==> config.mk <==
export PLATFORM = sky130hd
export DESIGN_NAME = halt_dump_unit
export DESIGN_NICKNAME = d
export VERILOG_FILES = /design/src/rtl/halt_dump_unit.sv
export SDC_FILE = /design/constraint.sdc
export NUM_CORES = 1
export LEC_CHECK = 0
export BUFFER_PORTS_ARGS = -buffer_cell sky130_fd_sc_hd__buf_2
export CORE_ASPECT_RATIO = 0.5
export CORE_MARGIN = 1
export CORE_UTILIZATION = 52
export CTS_BUF_LIST = sky130_fd_sc_hd__clkbuf_8
export DETAILED_ROUTE_END_ITERATION = 8
export GPL_ROUTABILITY_DRIVEN = 0
export GPL_TIMING_DRIVEN = 0
export PLACE_DENSITY_LB_ADDON = 0.3
export SLEW_MARGIN = 20
export SYNTH_ARGS = -nofsm -noshare
export SYNTH_HDL_FRONTEND = slang
export SYNTH_SLANG_ARGS = --single-unit
==> constraint.sdc <==
create_clock -name clock -period 3.04 [get_ports clock]
set_input_delay 0 -clock clock [delete_from_list [all_inputs] [get_ports clock]]
set_output_delay 0 -clock clock [all_outputs]
set_load 0.01 [all_outputs]
==> src/rtl/halt_dump_unit.sv <==
// End-of-program monitor: detects the trap word or a RUN-cycle timeout, freezes the pipeline,
// drains it, then streams a window of data memory out over a valid/ready channel.
module halt_dump_unit #(
    parameter int unsigned           DATA_WIDTH     = 32,
    parameter int unsigned           ADDR_WIDTH     = 32,
    parameter int unsigned           WORD_BYTES     = 4,
    parameter logic [ADDR_WIDTH-1:0] DUMP_BASE      = ADDR_WIDTH'(8192),
    parameter int unsigned           DUMP_WORDS     = 10,
    parameter logic [DATA_WIDTH-1:0] TRAP_WORD      = DATA_WIDTH'(32'h4400_0300),
    parameter int unsigned           DRAIN_CYCLES   = 4,
    parameter int unsigned           TIMEOUT_CYCLES = 25000
) (
    input  logic                  clock,
    input  logic                  reset,
    input  logic                  instr_valid,
    input  logic [DATA_WIDTH-1:0] instruction,
    output logic                  halt,
    output logic                  dmem_rd_en,
    output logic [ADDR_WIDTH-1:0] dmem_rd_addr,
    input  logic [DATA_WIDTH-1:0] dmem_rd_data,
    output logic                  dump_valid,
    input  logic                  dump_ready,
    output logic [ADDR_WIDTH-1:0] dump_addr,
    output logic [DATA_WIDTH-1:0] dump_data,
    output logic                  done,
    output logic                  timeout,
    output logic [31:0]           cycle_count
);

    localparam int unsigned IDX_W   = (DUMP_WORDS > 0) ? $clog2(DUMP_WORDS + 1) : 1;
    localparam int unsigned DRAIN_W = (DRAIN_CYCLES > 0) ? $clog2(DRAIN_CYCLES + 1) : 1;
    localparam logic [IDX_W-1:0]      LAST_IDX     = IDX_W'((DUMP_WORDS > 0) ? DUMP_WORDS - 1 : 0);
    localparam logic [DRAIN_W-1:0]    DRAIN_LOAD   = DRAIN_W'(DRAIN_CYCLES);
    localparam logic [ADDR_WIDTH-1:0] ADDR_STEP    = ADDR_WIDTH'(WORD_BYTES);
    localparam logic [31:0]           TIMEOUT_LAST = 32'(TIMEOUT_CYCLES - 1);

    typedef enum logic [2:0] {
        S_RUN    = 3'd0,
        S_DRAIN  = 3'd1,
        S_RDREQ  = 3'd2,
        S_RDWAIT = 3'd3,
        S_SEND   = 3'd4,
        S_DONE   = 3'd5
    } state_t;

    state_t                r_state;
    logic [DRAIN_W-1:0]    r_drain;
    logic [IDX_W-1:0]      r_idx;
    logic                  r_halt;
    logic                  r_rd_en;
    logic [ADDR_WIDTH-1:0] r_rd_addr;
    logic                  r_valid;
    logic [ADDR_WIDTH-1:0] r_dump_addr;
    logic [DATA_WIDTH-1:0] r_dump_data;
    logic                  r_done;
    logic                  r_timeout;
    logic [31:0]           r_cycle;

    logic w_trap;
    logic w_timeout_hit;
    logic w_last_word;

    assign w_trap        = instr_valid && (instruction == TRAP_WORD);
    assign w_timeout_hit = (r_cycle == TIMEOUT_LAST);
    assign w_last_word   = (r_idx == LAST_IDX);

    // Control FSM with all outputs registered; the read address advances by stride so it wraps naturally.
    always_ff @(posedge clock) begin
        if (reset) begin
            r_state     <= S_RUN;
            r_drain     <= '0;
            r_idx       <= '0;
            r_halt      <= 1'b0;
            r_rd_en     <= 1'b0;
            r_rd_addr   <= '0;
            r_valid     <= 1'b0;
            r_dump_addr <= '0;
            r_dump_data <= '0;
            r_done      <= 1'b0;
            r_timeout   <= 1'b0;
            r_cycle     <= 32'd0;
        end else begin
            case (r_state)
                S_RUN: begin
                    if (!(&r_cycle)) begin
                        r_cycle <= r_cycle + 32'd1;
                    end
                    // Trap has priority, so a simultaneous timeout leaves the timeout flag clear.
                    if (w_trap) begin
                        r_state <= S_DRAIN;
                        r_halt  <= 1'b1;
                        r_drain <= DRAIN_LOAD;
                    end else if (w_timeout_hit) begin
                        r_state   <= S_DRAIN;
                        r_halt    <= 1'b1;
                        r_drain   <= DRAIN_LOAD;
                        r_timeout <= 1'b1;
                    end
                end
                S_DRAIN: begin
                    if (r_drain <= DRAIN_W'(1)) begin
                        if (DUMP_WORDS == 0) begin
                            r_state <= S_DONE;
                            r_done  <= 1'b1;
                        end else begin
                            r_state   <= S_RDREQ;
                            r_rd_en   <= 1'b1;
                            r_rd_addr <= DUMP_BASE;
                            r_idx     <= '0;
                        end
                    end else begin
                        r_drain <= r_drain - DRAIN_W'(1);
                    end
                end
                S_RDREQ: begin
                    r_rd_en <= 1'b0;
                    r_state <= S_RDWAIT;
                end
                S_RDWAIT: begin
                    r_dump_data <= dmem_rd_data;
                    r_dump_addr <= r_rd_addr;
                    r_valid     <= 1'b1;
                    r_state     <= S_SEND;
                end
                S_SEND: begin
                    if (dump_ready) begin
                        r_valid <= 1'b0;
                        if (w_last_word) begin
                            r_state <= S_DONE;
                            r_done  <= 1'b1;
                        end else begin
                            r_idx     <= r_idx + IDX_W'(1);
                            r_rd_addr <= r_rd_addr + ADDR_STEP;
                            r_rd_en   <= 1'b1;
                            r_state   <= S_RDREQ;
                        end
                    end
                end
                S_DONE: begin
                    r_halt  <= 1'b1;
                    r_done  <= 1'b1;
                    r_rd_en <= 1'b0;
                    r_valid <= 1'b0;
                end
                default: begin
                    r_state <= S_RUN;
                    r_halt  <= 1'b0;
                    r_rd_en <= 1'b0;
                    r_valid <= 1'b0;
                end
            endcase
        end
    end

    assign halt         = r_halt;
    assign dmem_rd_en   = r_rd_en;
    assign dmem_rd_addr = r_rd_addr;
    assign dump_valid   = r_valid;
    assign dump_addr    = r_dump_addr;
    assign dump_data    = r_dump_data;
    assign done         = r_done;
    assign timeout      = r_timeout;
    assign cycle_count  = r_cycle;

endmodule

==> reports/metrics.yaml <==
logic_synthesis:
  yosys_warnings: 0
  yosysSeqAreaShare: 0.457
  yosysUniqueCellTypes: 48
  syn_avg_cell_area_um2: 8.01
  netlist_top_cells_area: "dfxtp_1, a21oi_1, nand2_1"
  synth_cells: 761
  synth_edf_count: 0
  synthArstFlopShare: 0
  yosysMostFrequentCell: "nand2_1"
  synth_common_cells: "nand2_1, dfxtp_1, a21oi_1"
  synth_top_flop_cell: "dfxtp_1"
  syn_area_mm2: 0.00609
  yosysTopAreaCellShare: 0.457
  ys_seq_elements: 139
  synth_area_leader_cell: "dfxtp_1"
timing:
  skew_ns: 0.0199
  setup_viol: 0
  hold_viol: 0
  fin_crit_sh: 0.836
  maxSlewViolCount: 0
  worst_pin_slew_ns: 0.777
  fin_crit_ns: 2.54
  achievable-frequency_mhz: 394
  slew_headroom: 0.477
  holdWs_ns: 0.0371
  finalSetupTns_ns: 0
  rsz0062_at_grt: "no"
placed_design:
  io_buffer_count: 196
  placed_cells: 1119
  dp_hpwl_um: 12000
cells_and_area:
  multi_input_area_mm2: 0.00308
  final.fill_count: 865
  seq_area_mm2: 0.00278
  drive_gt1_frac: 0.242
  syn2layout_area_growth_pct: 32.0
  diodes: 0
  instances_no_fill: 1184
  final_nets: 1087
routing:
  ant_nets: 0
  drtIter0Drc: 464
  vias_per_cell: 5.50
  drc: 0
  drt-total-wl_um: 17800
  drtPass1Iterations: 5
  via_count: 6516
  avgRoutedWirePerCell_um: 15.0
global_routing:
  antenna_found_initial: 0
  gr-usage-met3: 0.0652
  grt_max_degree: 17
  grt_usage: 0.294
  grt_pass1_wl_um: 28700
  grt_use_met1: 0.364
  grt_pass1_vias: 5977
  grt-busiest-layer: "met2"
  grt_remaining_overflow: 0
  met2_usage: 0.508
min_path:
  hp-class: "input port to flop"
clock_network:
  cts_buffers: 17
  cts_sinks: 139
  clkTransAtPathRegs_ns: 0.09
  clockBufferDepth: 2
  cts_max_level: 4
  clock-root-buffer: "clkbuf_8"
  worst_skew_pair.late_latency_ns: 0.45
  cts_tree: "done"
  post_cts.repair.setup_buffers: 0
worst_setup_path:
  critPathCaptureType: "flop"
  required_ns: 3.37
  critical_path_class: "flop to flop"
  cp_max_fo: 10
  critPathArrivalTime_ns: 2.88
  cp-start-kind: "flop"
run_status:
  status: "finished, final reports clean"
pwr:
  p_leak_nw: 3.22
  power_mw: 3.58
  cellPowerDensity_mw_per_mm2: 445
  ir_drop_uv: 251
die:
  fp.dieW_um: 155
  rows: 27
  core-area_mm2: 0.0112
  ios: 201
  die_area_mm2: 0.0122
  fp.dieH_um: 78.5
  start_util: 0.545
flow_run:
  cap_violations: 0
-- timing repair --
action,in CTS,in global routing
endpoints found under the hold margin,37,0
setup endpoints to repair,0,0
hold buffers,34,0
resized for setup,0,0
-- state kept, by name (all words and copies together) (netlist names) --
signal	count
r_state	3
dump_data	32
r_idx	4
cycle_count	32
done	1
halt	1
timeout	1
dump_valid	1
r_drain	3
dmem_rd_en	1
dmem_rd_addr	30
dump_addr	30
-- worst max-delay path, cell delays in order, from the launching register on --
cell and delay (ns):
dfxtp_1 0.49, and4_1 0.29, nand3_1 0.16, nor4_1 0.69, clkbuf_1 0.39, nor4_1 0.12, mux2_2 0.28
-- cells in the final DEF, fill, tap and decap left out, drive strengths merged, types with 4 or more instances in the layout --
cell type	Yosys	routed
a211oi	5	5
a21oi	116	116
and3	10	10
and4	9	9
buf	10	206
clkbuf	36	53
conb	1	4
dfxtp	139	139
dlygate4sd3	0	34
ha	6	6
inv	13	19
mux2	4	4
nand2	151	151
nand3	25	25
nand4	19	19
nor2	34	34
nor2b	4	4
nor3	7	7
nor4	12	12
nor4b	4	4
o2111ai	5	5
o211ai	7	7
o21ai	41	41
o31ai	15	15
or3	39	39
or4	14	14
xor2	10	10
-- cell type report --
| type | instances | share of cell area |
|---|---|---|
| clock inverter | 14 | 0.0230 |
| tap | 159 | 0.0247 |
| inverter | 13 | 0.00607 |
| sequential | 139 | 0.346 |
| multi-input combinational | 566 | 0.383 |
| clock buffer | 17 | 0.0291 |
| buffer | 46 | 0.0240 |
| timing repair buffer | 230 | 0.164 |
-- worst paths after layout --
path                   startpoint  slack, ns  cells past startpoint               to
hold / removal    instruction[18]       0.04                      5          timeout
setup reg to reg  cycle_count[18]       0.50                      6  cycle_count[23]
hold reg to reg      dump_addr[3]       0.45                      2     dump_addr[3]
setup / recovery  cycle_count[18]       0.50                      6  cycle_count[23]
-- metal layers --
layer  routed length, µm  up-vias
met5                   0        -
met4                 154        0
met3                1190       18
met2                8480      221
met1                7960     3055
li1                    -     3222
-- power breakdown --
| part | switching (mW) | internal [mW] |
|---|---|---|
| logic | 0.0678 | 0.0771 |
| clock network | 0.782 | 0.829 |
| registers | 0.00449 | 1.82 |
-- logic make-up after synthesis --
| group | count (synthesis) | share of synthesized area |
|---|---|---|
| other | 1 | 0.000615 |
| XOR/XNOR | 13 | 0.0187 |
| flip-flops | 139 | 0.457 |
| AND/OR/NAND/NOR | 343 | 0.286 |
| buffers and inverters | 59 | 0.0396 |
| multiplexers | 4 | 0.00739 |
| adder cells (fa/ha/maj) | 6 | 0.0123 |
| AO/OA/AOI/OAI | 196 | 0.178 |
-- through the flow --
step / util / setup WS (ns) / area (µm²)
finish: 0.719 / 0.499 / 8040
global route: 0.719 / 0.230 / 8040
CTS: 0.719 / 0.543 / 8040
detailed placement: 0.651 / 0.562 / 7280
global placement: 0.651 / 0.583 / 7280
floorplan: - / 0.928 / 6100
Note: power is estimated with default switching activity, not from simulation.
